==> config.mk <==
export PLATFORM = sky130hd
export DESIGN_NAME = hbridge_motor_sequencer
export DESIGN_NICKNAME = d
export VERILOG_FILES = /design/src/rtl/motor_pkg.sv /design/src/rtl/quad_decoder.sv /design/src/rtl/hbridge_motor_sequencer.sv
export SDC_FILE = /design/constraint.sdc
export NUM_CORES = 1
export LEC_CHECK = 0
export ABC_AREA = 1
export BUFFER_PORTS_ARGS = -buffer_cell sky130_fd_sc_hd__buf_2
export CAP_MARGIN = 20
export CORE_ASPECT_RATIO = 0.6
export CORE_UTILIZATION = 23
export DETAILED_ROUTE_END_ITERATION = 8
export SYNTH_ARGS = -nofsm -noshare
export SYNTH_HDL_FRONTEND = slang
export SYNTH_SLANG_ARGS = --single-unit
==> constraint.sdc <==
create_clock -name clk -period 3.29 [get_ports clk]
set_clock_uncertainty 0.1 [all_clocks]
set_input_delay 0.658 -clock clk [delete_from_list [all_inputs] [get_ports clk]]
set_output_delay 0.658 -clock clk [all_outputs]
set_load 0.005 [all_outputs]
==> src/rtl/motor_pkg.sv <==
`default_nettype none
// ============================================================================
// Module      : motor_pkg
// Description : Shared definitions for the H-bridge motor sequencer: FSM
//               state encoding, default timing constants and a counter-width
//               helper.
// Revision    : 1.0 - initial release
// ============================================================================
package motor_pkg;

  typedef enum logic [1:0] {
    ST_IDLE  = 2'd0,
    ST_RUN   = 2'd1,
    ST_BRAKE = 2'd2,
    ST_DEAD  = 2'd3
  } motor_state_e;

  localparam int c_DEF_PWM_BITS      = 8;
  localparam int c_DEF_PWM_PRESCALE  = 195;
  localparam int c_DEF_RAMP_INTERVAL = 50000;
  localparam int c_DEF_DEADTIME      = 100000;
  localparam int c_DEF_CNT_BITS      = 16;

  // Width of a counter that must hold the value n (never narrower than 1 bit).
  function automatic int cnt_width(input int n);
    return (n < 1) ? 1 : $clog2(n + 1);
  endfunction

endpackage
`default_nettype wire

==> src/rtl/quad_decoder.sv <==
`default_nettype none
// ============================================================================
// Module      : quad_decoder
// Description : Quadrature encoder front end. Synchronizes A/B, performs x4
//               decoding and maintains a wrapping two's-complement count.
// Revision    : 1.0 - initial release
// Ports       : clk, reset      clock / synchronous active-high reset
//               i_enc_a/i_enc_b asynchronous encoder channels
//               i_cnt_clr       clear count (wins over a same-cycle tick)
//               o_tick_cnt      signed tick count
//               o_enc_err       1-cycle pulse on a transition changing both bits
// ============================================================================
module quad_decoder #(
  parameter int CNT_BITS = 16
) (
  input  logic                clk,
  input  logic                reset,
  input  logic                i_enc_a,
  input  logic                i_enc_b,
  input  logic                i_cnt_clr,
  output logic [CNT_BITS-1:0] o_tick_cnt,
  output logic                o_enc_err
);

  logic [1:0]          r_sync1;
  logic [1:0]          r_sync2;
  logic [1:0]          r_prev;
  logic [CNT_BITS-1:0] r_cnt;
  logic                r_err;
  logic                w_fwd;
  logic                w_rev;
  logic                w_err;

  // Gray sequence {A,B}: 00 -> 01 -> 11 -> 10 -> 00 is the forward direction.
  always_comb begin
    w_fwd = ((r_prev == 2'b00) && (r_sync2 == 2'b01)) ||
            ((r_prev == 2'b01) && (r_sync2 == 2'b11)) ||
            ((r_prev == 2'b11) && (r_sync2 == 2'b10)) ||
            ((r_prev == 2'b10) && (r_sync2 == 2'b00));
    w_rev = ((r_prev == 2'b00) && (r_sync2 == 2'b10)) ||
            ((r_prev == 2'b10) && (r_sync2 == 2'b11)) ||
            ((r_prev == 2'b11) && (r_sync2 == 2'b01)) ||
            ((r_prev == 2'b01) && (r_sync2 == 2'b00));
    w_err = ((r_prev ^ r_sync2) == 2'b11);
  end

  always_ff @(posedge clk) begin
    if (reset) begin
      r_sync1 <= 2'b00;
      r_sync2 <= 2'b00;
      r_prev  <= 2'b00;
      r_cnt   <= '0;
      r_err   <= 1'b0;
    end else begin
      r_sync1 <= {i_enc_a, i_enc_b};
      r_sync2 <= r_sync1;
      r_prev  <= r_sync2;
      r_err   <= w_err;
      if (i_cnt_clr) begin
        r_cnt <= '0;
      end else if (w_fwd) begin
        r_cnt <= r_cnt + 1'b1;
      end else if (w_rev) begin
        r_cnt <= r_cnt - 1'b1;
      end
    end
  end

  assign o_tick_cnt = r_cnt;
  assign o_enc_err  = r_err;

endmodule
`default_nettype wire

==> src/rtl/hbridge_motor_sequencer.sv <==
`default_nettype none
// ============================================================================
// Module      : hbridge_motor_sequencer
// Description : Per-wheel H-bridge controller. Ramps commanded duty, produces
//               the PWM enable, reverses direction through brake + dead time,
//               and decodes the wheel encoder.
// Revision    : 1.0 - initial release
// Ports       : clk, reset            clock / synchronous active-high reset
//               i_cmd_valid/o_cmd_ready command handshake
//               i_cmd_dir, i_cmd_duty requested direction and duty
//               i_estop               emergency stop (level)
//               i_cnt_clr             clear encoder count
//               i_enc_a, i_enc_b      asynchronous encoder channels
//               o_motor_dir/o_motor_en H-bridge DIR and EN pins
//               o_tick_cnt, o_enc_err encoder count and illegal-step pulse
//               o_state               IDLE=0 RUN=1 BRAKE=2 DEAD=3
// ============================================================================
module hbridge_motor_sequencer
  import motor_pkg::*;
#(
  parameter int PWM_BITS      = c_DEF_PWM_BITS,
  parameter int PWM_PRESCALE  = c_DEF_PWM_PRESCALE,
  parameter int RAMP_INTERVAL = c_DEF_RAMP_INTERVAL,
  parameter int DEADTIME      = c_DEF_DEADTIME,
  parameter int CNT_BITS      = c_DEF_CNT_BITS
) (
  input  logic                clk,
  input  logic                reset,
  input  logic                i_cmd_valid,
  output logic                o_cmd_ready,
  input  logic                i_cmd_dir,
  input  logic [PWM_BITS-1:0] i_cmd_duty,
  input  logic                i_estop,
  input  logic                i_cnt_clr,
  input  logic                i_enc_a,
  input  logic                i_enc_b,
  output logic                o_motor_dir,
  output logic                o_motor_en,
  output logic [CNT_BITS-1:0] o_tick_cnt,
  output logic                o_enc_err,
  output logic [1:0]          o_state
);

  localparam int c_PRE_W  = cnt_width(PWM_PRESCALE);
  localparam int c_RAMP_W = cnt_width(RAMP_INTERVAL);
  localparam int c_DEAD_W = cnt_width(DEADTIME);
  localparam logic [c_PRE_W-1:0]  c_PRE_LAST  = c_PRE_W'(PWM_PRESCALE - 1);
  localparam logic [c_RAMP_W-1:0] c_RAMP_LAST = c_RAMP_W'(RAMP_INTERVAL - 1);
  localparam logic [c_DEAD_W-1:0] c_DEAD_LOAD = c_DEAD_W'(DEADTIME);
  localparam logic [PWM_BITS-1:0] c_PWM_MAX   = '1;

  motor_state_e        r_state, w_state_nxt;
  logic [PWM_BITS-1:0] r_cur_duty, w_cur_nxt;
  logic [PWM_BITS-1:0] r_target, w_target_nxt;
  logic [PWM_BITS-1:0] r_pend_duty, w_pend_duty_nxt;
  logic                r_pend_dir, w_pend_dir_nxt;
  logic                r_motor_dir, w_motor_dir_nxt;
  logic [c_DEAD_W-1:0] r_dead_cnt, w_dead_nxt;
  logic [c_PRE_W-1:0]  r_pre_cnt;
  logic [c_RAMP_W-1:0] r_ramp_cnt;
  logic [PWM_BITS-1:0] r_pwm_cnt;
  logic [PWM_BITS-1:0] r_shadow;
  logic                r_motor_en;
  logic                w_pwm_tick;
  logic                w_pwm_wrap;
  logic                w_ramp_tick;
  logic                w_ready;
  logic                w_accept;
  logic [PWM_BITS-1:0] w_ramp_goal;

  assign w_pwm_tick  = (r_pre_cnt == c_PRE_LAST);
  assign w_pwm_wrap  = w_pwm_tick && (r_pwm_cnt == c_PWM_MAX);
  assign w_ramp_tick = (r_ramp_cnt == c_RAMP_LAST);
  // Estop blocks acceptance in the same cycle, so a racing command is dropped.
  assign w_ready     = !reset && !i_estop && ((r_state == ST_IDLE) || (r_state == ST_RUN));
  assign w_accept    = i_cmd_valid && w_ready;
  assign w_ramp_goal = (r_state == ST_RUN) ? r_target : '0;

  // PWM timebase, period-aligned duty shadow and registered enable.
  always_ff @(posedge clk) begin
    if (reset) begin
      r_pre_cnt  <= '0;
      r_pwm_cnt  <= '0;
      r_ramp_cnt <= '0;
      r_shadow   <= '0;
      r_motor_en <= 1'b0;
    end else begin
      r_pre_cnt  <= w_pwm_tick ? '0 : r_pre_cnt + 1'b1;
      r_ramp_cnt <= w_ramp_tick ? '0 : r_ramp_cnt + 1'b1;
      if (w_pwm_tick) begin
        r_pwm_cnt <= r_pwm_cnt + 1'b1;
      end
      if (w_pwm_wrap) begin
        r_shadow <= r_cur_duty;
      end
      r_motor_en <= !i_estop && ((r_state == ST_RUN) || (r_state == ST_BRAKE)) &&
                    (r_pwm_cnt < r_shadow);
    end
  end

  always_comb begin
    w_state_nxt     = r_state;
    w_cur_nxt       = r_cur_duty;
    w_target_nxt    = r_target;
    w_pend_duty_nxt = r_pend_duty;
    w_pend_dir_nxt  = r_pend_dir;
    w_motor_dir_nxt = r_motor_dir;
    w_dead_nxt      = r_dead_cnt;

    if (w_ramp_tick) begin
      if (r_cur_duty < w_ramp_goal) begin
        w_cur_nxt = r_cur_duty + 1'b1;
      end else if (r_cur_duty > w_ramp_goal) begin
        w_cur_nxt = r_cur_duty - 1'b1;
      end
    end

    case (r_state)
      ST_IDLE: begin
        if (w_accept && (i_cmd_duty != '0)) begin
          if (i_cmd_dir == r_motor_dir) begin
            w_state_nxt  = ST_RUN;
            w_target_nxt = i_cmd_duty;
          end else begin
            // Motor is already stopped, so go straight to the dead time.
            w_state_nxt     = ST_DEAD;
            w_pend_dir_nxt  = i_cmd_dir;
            w_pend_duty_nxt = i_cmd_duty;
            w_dead_nxt      = c_DEAD_LOAD;
          end
        end
      end
      ST_RUN: begin
        if (w_accept) begin
          if (i_cmd_dir == r_motor_dir) begin
            w_target_nxt = i_cmd_duty;
          end else begin
            w_state_nxt     = ST_BRAKE;
            w_pend_dir_nxt  = i_cmd_dir;
            w_pend_duty_nxt = i_cmd_duty;
          end
        end else if ((r_cur_duty == '0) && (r_target == '0)) begin
          w_state_nxt = ST_IDLE;
        end
      end
      ST_BRAKE: begin
        if (r_cur_duty == '0) begin
          w_state_nxt = ST_DEAD;
          w_dead_nxt  = c_DEAD_LOAD;
        end
      end
      ST_DEAD: begin
        if (r_dead_cnt == '0) begin
          w_motor_dir_nxt = r_pend_dir;
          if (r_pend_duty != '0) begin
            w_state_nxt  = ST_RUN;
            w_target_nxt = r_pend_duty;
          end else begin
            w_state_nxt  = ST_IDLE;
            w_target_nxt = '0;
          end
        end else begin
          w_dead_nxt = r_dead_cnt - 1'b1;
        end
      end
      default: w_state_nxt = ST_IDLE;
    endcase

    // Estop pins the FSM in DEAD with a freshly loaded counter every cycle,
    // so the full dead time is counted from release.
    if (i_estop) begin
      w_state_nxt     = ST_DEAD;
      w_cur_nxt       = '0;
      w_target_nxt    = '0;
      w_pend_duty_nxt = '0;
      w_pend_dir_nxt  = r_motor_dir;
      w_motor_dir_nxt = r_motor_dir;
      w_dead_nxt      = c_DEAD_LOAD;
    end
  end

  always_ff @(posedge clk) begin
    if (reset) begin
      r_state     <= ST_IDLE;
      r_cur_duty  <= '0;
      r_target    <= '0;
      r_pend_duty <= '0;
      r_pend_dir  <= 1'b0;
      r_motor_dir <= 1'b0;
      r_dead_cnt  <= '0;
    end else begin
      r_state     <= w_state_nxt;
      r_cur_duty  <= w_cur_nxt;
      r_target    <= w_target_nxt;
      r_pend_duty <= w_pend_duty_nxt;
      r_pend_dir  <= w_pend_dir_nxt;
      r_motor_dir <= w_motor_dir_nxt;
      r_dead_cnt  <= w_dead_nxt;
    end
  end

  quad_decoder #(
    .CNT_BITS (CNT_BITS)
  ) u_quad_decoder (
    .clk        (clk),
    .reset      (reset),
    .i_enc_a    (i_enc_a),
    .i_enc_b    (i_enc_b),
    .i_cnt_clr  (i_cnt_clr),
    .o_tick_cnt (o_tick_cnt),
    .o_enc_err  (o_enc_err)
  );

  assign o_cmd_ready = w_ready;
  assign o_motor_dir = r_motor_dir;
  assign o_motor_en  = r_motor_en;
  assign o_state     = r_state;

endmodule
`default_nettype wire
## Word level (Yosys, flattened, before mapping)

Index checks and enable logic that the tools add are counted.

| storage, ports and cells | value |
|---|---|
| bits in registers | 109 |
| logic and storage cells | 148 |
| bits of input ports | 16 |

| operators by class | value |
|---|---|
| equal/unequal tests | 28 |
| add/subtract/negate cells | 8 |
| reductions and logical operators | 53 |
| magnitude comparators | 3 |
| muxes and demuxes | 36 |
| bitwise gates (word level) | 2 |

Operator list:

| cell | count |
|---|---|
| 2-to-1 mux 8 bit | 11 |
| 2-to-1 mux 17 bit | 5 |
| case mux 17 bit (3 select lines) | 1 |
| adder 16 x 1 -> 16 bit, second input constant | 2 |
| 2-to-1 mux 16 bit | 2 |
| adder 8 x 1 -> 8 bit, second input constant | 3 |
| case mux 8 bit (3 select lines) | 1 |
| zero test 17 bit | 1 |
| subtractor 17 x 1 -> 17 bit, second input constant | 1 |
| == test 16 bit, second input constant | 1 |
| == test 8 bit, second input constant | 2 |
| logical AND 1 bit | 16 |
| zero test 8 bit | 2 |
| < comparator 8 bit | 2 |
| 2-to-1 mux 2 bit | 8 |
| case mux 8 bit (2 select lines) | 1 |
| nonzero test 8 bit | 2 |
| subtractor 16 x 1 -> 16 bit, second input constant | 1 |
| AND reduction 5 bit | 3 |
| == test 2 bit, second input constant | 7 |
| != test 3 bit, second input constant | 4 |
| AND reduction 3 bit | 3 |
| nonzero test 3 bit | 3 |
| greater-than comparator 8 bit | 1 |
| 21 further kinds | 47 |

## Longest topological paths before layout

Gate-level depths: netlist of the first run.

| depth | value |
|---|---|
| word-level depth | 8 |
| mapped depth | 24 |
| depth with buffers taken out | 23 |

## By module

Synthesis of the first run repeated with hierarchy kept, for this count alone.

| second synthesis, totals | value |
|---|---|
| cells, all modules | 1045 |
| area, all modules | 6916.6 µm² |

By module, submodules not included:

| module | times used | cells each | area each (µm²) | seq. area each (µm²) |
|---|---|---|---|---|
| hbridge_motor_sequencer | 1 | 748 | 5114.9 | 1721.7 |
| quad_decoder | 1 | 297 | 1801.7 | 460.4 |

## Least setup slack after synthesis of the first run

No wires, ideal clock.

| timing path | value |
|---|---|
| kind | register to register |
| start point | register r_state[0], in the netlist o_state[0] |
| end point | register r_cur_duty[7] |
| data arrival time | 2856 ps |
| buffers on the path | 1 |
| path slack | 270 ps |
| setup time | 64 ps |
| required time | 3126 ps |
| cell stages (with the launch flop) | 19 |
| cell sequence | dfxtp_1 > ha_1 > clkbuf_1 > nand2_1 > ha_1 > a21oi_1 > nor2_1 > nor2_1 > nand2_1 > ha_1 > a21oi_1 > nand2_1 > nand2_1 > nand3_1 > nand2_1 > nand2_1 > o21ai_0 > nand2_1 > nor2_1 |

| on the way | value |
|---|---|
| word-level cells in the longest chain between the ends | 5 |
| elaborated cells between the ends (all ways) | 7 |

RTL lines:

| what | line | text |
|---|---|---|
| start, declared | hbridge_motor_sequencer.sv:52 | `motor_state_e r_state, w_state_nxt;` |
| start signal, assigned | hbridge_motor_sequencer.sv:192 | `r_state <= w_state_nxt;` |
| == test 2 x 1 -> 1 bit (*) | hbridge_motor_sequencer.sv:77 | `assign w_ramp_goal = (r_state == ST_RUN) ? r_target : '0;` |
| 2-to-1 mux 8 bit (*) | hbridge_motor_sequencer.sv:77 |  |
| < comparator 8 bit or greater-than comparator 8 bit (tied branches) | hbridge_motor_sequencer.sv:111, hbridge_motor_sequencer.sv:113 |  |
| nonzero test 2 bit (no line) | - |  |
| AND reduction 2 bit (no line) | - |  |
| end signal, assigned | hbridge_motor_sequencer.sv:193 | `r_cur_duty <= w_cur_nxt;` |
| end, declared | hbridge_motor_sequencer.sv:53 | `logic [PWM_BITS-1:0] r_cur_duty, w_cur_nxt;` |

Mark *: on every way between the ends. The rest lies on a longest branch, timed or not.
A chain may end at the register's enable or synchronous reset.

## Worst setup path after layout of the first run

| timing path | value |
|---|---|
| start point | register r_state[1], in the netlist o_state[1] |
| end point | register r_cur_duty[7] |

Same word-level chain as after synthesis.

==> results of run 1 <==
## through the flow
step / util / hold WS (ps) / cell area, µm² / power [mW]
2_1_floorplan: - / 288 / 6790 / 2.46
3_5_place_dp: 0.258 / 341 / 7460 / 2.74
3_3_place_gp: 0.258 / 333 / 7460 / 2.73
6_report: 0.270 / 358 / 7790 / 3.95
4_1_cts: 0.269 / 365 / 7780 / 3.98
5_1_grt: 0.270 / 383 / 7790 / 4.24
## metal layers
| layer | GRT usage | part of all wire | wire length [µm] | vias up |
|---|---|---|---|---|
| met1 | 0.173 | 0.56 | 9380 | 2871 |
| met5 | 0 | 0 | 0 | - |
| met4 | 0.0164 | 0.0048 | 81 | 0 |
| li1 | - | - | - | 3368 |
| met3 | 0.0392 | 0.057 | 962 | 6 |
| met2 | 0.162 | 0.38 | 6430 | 124 |
## sequential cells by signal (all words and copies together), names as in the netlist, 2 cells and up
| signal | count |
|---|---|
| r_dead_cnt | 17 |
| r_ramp_cnt | 16 |
| u_quad_decoder.o_tick_cnt | 16 |
| r_cur_duty | 8 |
| r_pend_duty | 8 |
| r_pre_cnt | 8 |
| r_pwm_cnt | 8 |
| r_shadow | 8 |
| r_target | 8 |
| o_state | 2 |
| u_quad_decoder.r_prev | 2 |
| u_quad_decoder.r_sync1 | 2 |
| u_quad_decoder.r_sync2 | 2 |
## layout make-up
class,instances,area share
inverter,133,0.0640
sequential,109,0.280
clock inverter,7,0.0125
tap,400,0.0642
timing repair buffer,46,0.0324
clock buffer,9,0.0289
multi-input combinational,763,0.518
## cell usage after synthesis (all sizes together), types with 3 or more instances
| master | number |
|---|---|
| nand2 | 242 |
| nor2 | 163 |
| inv | 131 |
| dfxtp | 109 |
| a21oi | 84 |
| nand3 | 74 |
| o21ai | 56 |
| ha | 46 |
| nor3 | 20 |
| nand4 | 18 |
| xor2 | 15 |
| clkbuf | 11 |
| o21bai | 9 |
| xnor2 | 8 |
| buf | 7 |
| or2 | 5 |
| nand3b | 3 |
| nor3b | 3 |
## power breakdown
| group | internal, mW | switching (mW) |
|---|---|---|
| logic | 0.433 | 0.844 |
| clock network | 0.615 | 0.588 |
| registers | 1.39 | 0.0726 |
## timing repair
action | CTS | global route
setup endpoints to repair | 0 | 5
resized for setup | 0 | 3
buffers inserted | 0 | 0
## critical path, cell delays in order (launching register included)
cell and delay (ps):
dfxtp_1 320, inv_1 130, ha_4 220, nand2_1 80
ha_1 290, a21oi_1 170, nor2_1 60, nor2_1 140
nand2_2 180, ha_1 380, a21oi_1 160, nand2_1 130
nand2_1 90, nand3_1 60, nand2_1 70, nand2_1 70
o21ai_0 140, nand2_1 70, nor2_1 80
## cells by family after synthesis
group           count (synthesis)
simple gates                  533
compound gates                158
mux                             1
xor+xnor                       23
flops                         109
fa+ha+maj                      48
buf+inv                       151
## how the worst min path moves through the flow
stage,from,endpoint,slack (ps)
after floorplan,u_quad_decoder.r_sync1[0],u_quad_decoder.r_sync2[0],290
after global placement,r_ramp_cnt[0],r_ramp_cnt[0],330
after detailed placement,r_ramp_cnt[0],r_ramp_cnt[0],340
after CTS,r_ramp_cnt[0],r_ramp_cnt[0],360
after global routing,u_quad_decoder.r_sync1[1],u_quad_decoder.r_sync2[1],380
final,r_ramp_cnt[0],r_ramp_cnt[0],360
==> flow_summary.ini, run 1 <==
[clocking]
htree_num_levels = 3
clk_pin_slew_ps = 90
cts_tree = built
ctsHoldBuffers = 0
root_buffer = clkbuf_16
cts_sinks = 109
numCtsBuffers = 9
cts_buffer_depth = 2
worstSkewPairLatency_ps = 380

[yosys]
yosys.area_share.simple = 0.346
syn_nets = 1087
yosys.area.top_type_share = 0.321
ys.flop_type = dfxtp_1
synth_fa_ha_area_frac = 0.0906
async_flop_share = 0
yosysWarnings = 0
synthMuxAreaShare = 0.00147
seq_area_frac_synth = 0.321
netlist_area_um2 = 6790
synth.largest_area_cell = dfxtp_1
synth_edf_count = 0
synth_xor_area_frac = 0.0297
synth.ff_latch_count = 109
synth-compound-area-share = 0.125
synthCells = 1023
synth_top_family_by_area = simple AND/OR/NAND/NOR gates
synth.area.top_cells = dfxtp_1 (32%), nand2_1 (13%), ha_1 (8.5%)
synth_area_per_cell_um2 = 6.64
synth.distinct_cells = 48

[cells_and_area]
register_area_um2 = 2180
multiInputGateArea_um2 = 4040
layout_common_cells = nand2_1 (236), nor2_1 (153), inv_1 (123)
diodes = 0
final_cells = 1467
nFillCells = 3190
layout-drive-gt1-share = 0.0956
syn_to_final_growth_pct = 14.8
fin_nets = 1126
final_common_cell = nand2_1

[timing]
finalSetupViolCount = 0
setup_ws_ps = 283
maxSlewHeadroom = 0.417
final_hold_viol_count = 0
slew_violations = 0
post-route-min-period_ps = 3010
tightest_slew_ps = 873
rsz0062_at_grt = false
setup_tns_ps = 0
max_freq_mhz = 333
post-route-period-util = 0.914

[detailed_routing]
post_drt_via_cell_ratio = 4.34
dr.pass1.iters = 5
drc_errors = 0
vias = 6369
ant_nets = 0
wl_per_cell_um = 11.5
drt_iter0_markers = 530
wl_um = 16900

[global_route]
antenna_found_initial = 0
first_global_vias = 5690
overflow = 0
grt_max_degree = 32
grt_pass1_wl_um = 28500
grtUsageTotal = 0.116

[setup_path]
start_kind = flip-flop
reg2reg_from = o_state[1]
rrSetupSlack_ps = 280
required_ps = 3500
cp-end-kind = flip-flop
worstSetupEndpoint = r_cur_duty[7]
crit_start = o_state[1]
critPathArrivalTime_ps = 3220
rr_worst_depth = 18
timing.rr.end = r_cur_duty[7]
cp_max_fo = 11
setup.worst_path.class = reg2reg

[place]
dp_cells = 1451
portBuffers = 37
pre_cts_slack_ps = 54.2
gp_congestion = 0.855
place_hpwl_um = 12700

[floorplan]
io_pins = 38
die_y_um = 135
rows = 48
initial_utilization = 0.235
die_w_um = 224
core-area_um2 = 28900
die_area_um2 = 30200

[worst_hold_path]
hp-class = reg2reg
holdPathStages = 1

[pwr]
p_leak_nw = 3.46
vdd_drop_max_mv = 0.251
powerDensity_nw_per_um2 = 506

[run_status]
status = finished, final reports clean

[run]
maxCapViolCount = 0
Power figures use the tool's default switching activity.
==> inputs of run 2 (changes only) <==
==> constraint.sdc (replaced) <==
create_clock -name clk -period 3.29 [get_ports clk]
set_clock_uncertainty 0.1 [all_clocks]
set_input_delay 0.987 -clock clk [delete_from_list [all_inputs] [get_ports clk]]
set_output_delay 0.987 -clock clk [all_outputs]
set_load 0.005 [all_outputs]
==> flow_summary.ini, run 2 (synthesis results as in run 1) <==
[setup_path]
start_kind = flip-flop
cp.depth = 8
critPathArrivalTime_ps = 1900
timing.rr.end = r_cur_duty[6]
crit_top_cell = inv_1
crit_chain = buf_4, inv_1, ha_1, inv_2, nand2_1, inv_1, nor2_1, buf_2
cp_num_buf_inv = 5
slowest_stage = dfxtp_1
required_ps = 2200
cp-end-kind = primary output
reg2reg_from = o_state[1]
crit_family = buffers and inverters
cp_max_fo = 6
cpPeakStageDelay_ps = 340
rrSetupSlack_ps = 340
rr_worst_depth = 17
setup.worst_path.class = reg2out

[floorplan]
rows = 48
die_y_um = 135
core-area_um2 = 28900
initial_utilization = 0.235
die_w_um = 224
io_pins = 38
die_area_um2 = 30200

[detailed_routing]
dr.pass1.iters = 5
vias = 6325
topRoutingLayerUsed = met5
post_drt_via_cell_ratio = 4.31
dr_wl_met3_um = 981
ant_nets = 0
wl_met1_um = 9320
dr_wl_met2_um = 6400
wl_per_cell_um = 11.4
drc_errors = 0
wl_um = 16800
drt_iter0_markers = 494

[cells_and_area]
largest_register_ffs = 17
diodes = 0
design_area_um2 = 7810
syn_to_final_growth_pct = 14.9
regMostFlops = r_dead_cnt
layout-drive-gt1-share = 0.0974
fin_nets = 1127
layout_common_cells = nand2_1 (236), nor2_1 (152), inv_1 (123)
final_common_cell = nand2_1

[timing]
final_hold_viol_count = 0
tightest_slew_ps = 1040
setup_tns_ps = 0
finalSetupViolCount = 0
max_freq_mhz = 335
slew_violations = 0
rsz0062_at_grt = false
maxSlewHeadroom = 0.305
post-route-min-period_ps = 2990
post-route-period-util = 0.908

[worst_hold_path]
holdPathStages = 2
hp-class = reg2reg
hp-start = u_quad_decoder.r_sync1[0]
min_to = u_quad_decoder.r_sync2[0]

[pwr]
p_seq_frac = 0.373
power.internal_mw = 2.39
p_leak_nw = 3.46
powerDensity_nw_per_um2 = 503
power_mw = 3.92
power_switching_mw = 1.54
clkPwrFrac = 0.298
comb_power_share = 0.328
vdd_drop_max_mv = 0.280
p_sw_frac = 0.392

[clocking]
htree_num_levels = 3
post_cts_buffers = 0
clk_pin_slew_ps = 90
numCtsBuffers = 9
worstSkewPairLatency_ps = 380
cts_tree = built
cts_sinks = 109
root_buffer = clkbuf_16
cts_buffer_depth = 2

[place]
placed_area_um2 = 7460
portBuffers = 37
place_hpwl_um = 12800
gp_congestion = 0.849

[global_route]
grt_max_degree = 29
first_global_vias = 5787
overflow = 0
antenna_found_initial = 1
grt_pass1_wl_um = 28600
grtUsageTotal = 0.117

[run_status]
status = finished, final reports clean

[run]
maxCapViolCount = 0
==> run 2: area by class of cell <==
class                      instances  area [µm²]
inverter                         133         499
multi-input combinational        763        4040
clock inverter                     7        98.8
clock buffer                       9         225
tap                              400         500
timing repair buffer              47         260
fill                            3236       21100
sequential                       109        2180
==> run 2: repair_timing <==
item / CTS / global route
hold buffers: 0 / 0
endpoints found under the setup margin: 0 / 5
gates resized for setup: 0 / 4
==> run 2: worst max path at each step <==
stage                from       endpoint  slack [ps]
2_1_floorplan  o_state[0]  r_cur_duty[7]         270
3_3_place_gp   o_state[1]  r_cur_duty[6]         200
3_5_place_dp   o_state[1]  r_cur_duty[6]         130
4_1_cts        o_state[1]  r_cur_duty[6]         100
5_1_grt        o_state[1]  r_cur_duty[7]          20
6_report       o_state[0]    o_cmd_ready         300
==> run 2: routing by layer <==
layer  vias up  GRT usage
li1       3377          -
met1      2808      0.178
met2       129      0.159
met3         9     0.0352
met4         2     0.0190
met5         -          0
==> run 2: metrics by stage <==
stage,hold slack (ps),instances,utilization,setup WS (ps)
after CTS,355,1468,0.270,99.5
after global placement,332,1452,0.258,202
after global routing,369,1468,0.270,18.8
after detailed placement,344,1452,0.258,132
final,348,1468,0.270,302
after floorplan,288,1023,-,270
==> run 2: power groups by stage <==
stage                     Combinational (mW)  Sequential [mW]  Clock [mW]
after floorplan                        0.979             1.48           0
after global placement                  1.24             1.49           0
after detailed placement                1.26             1.49           0
after CTS                               1.27             1.46        1.23
after global routing                    1.46             1.48        1.28
final                                   1.29             1.46        1.17
==> run 2: tightest hold or removal path, delay by kind of cell, from the launching register on <==
kind	cells	cell delay (ps)
buf+inv	1	60
flops	1	310
simple gates	1	40
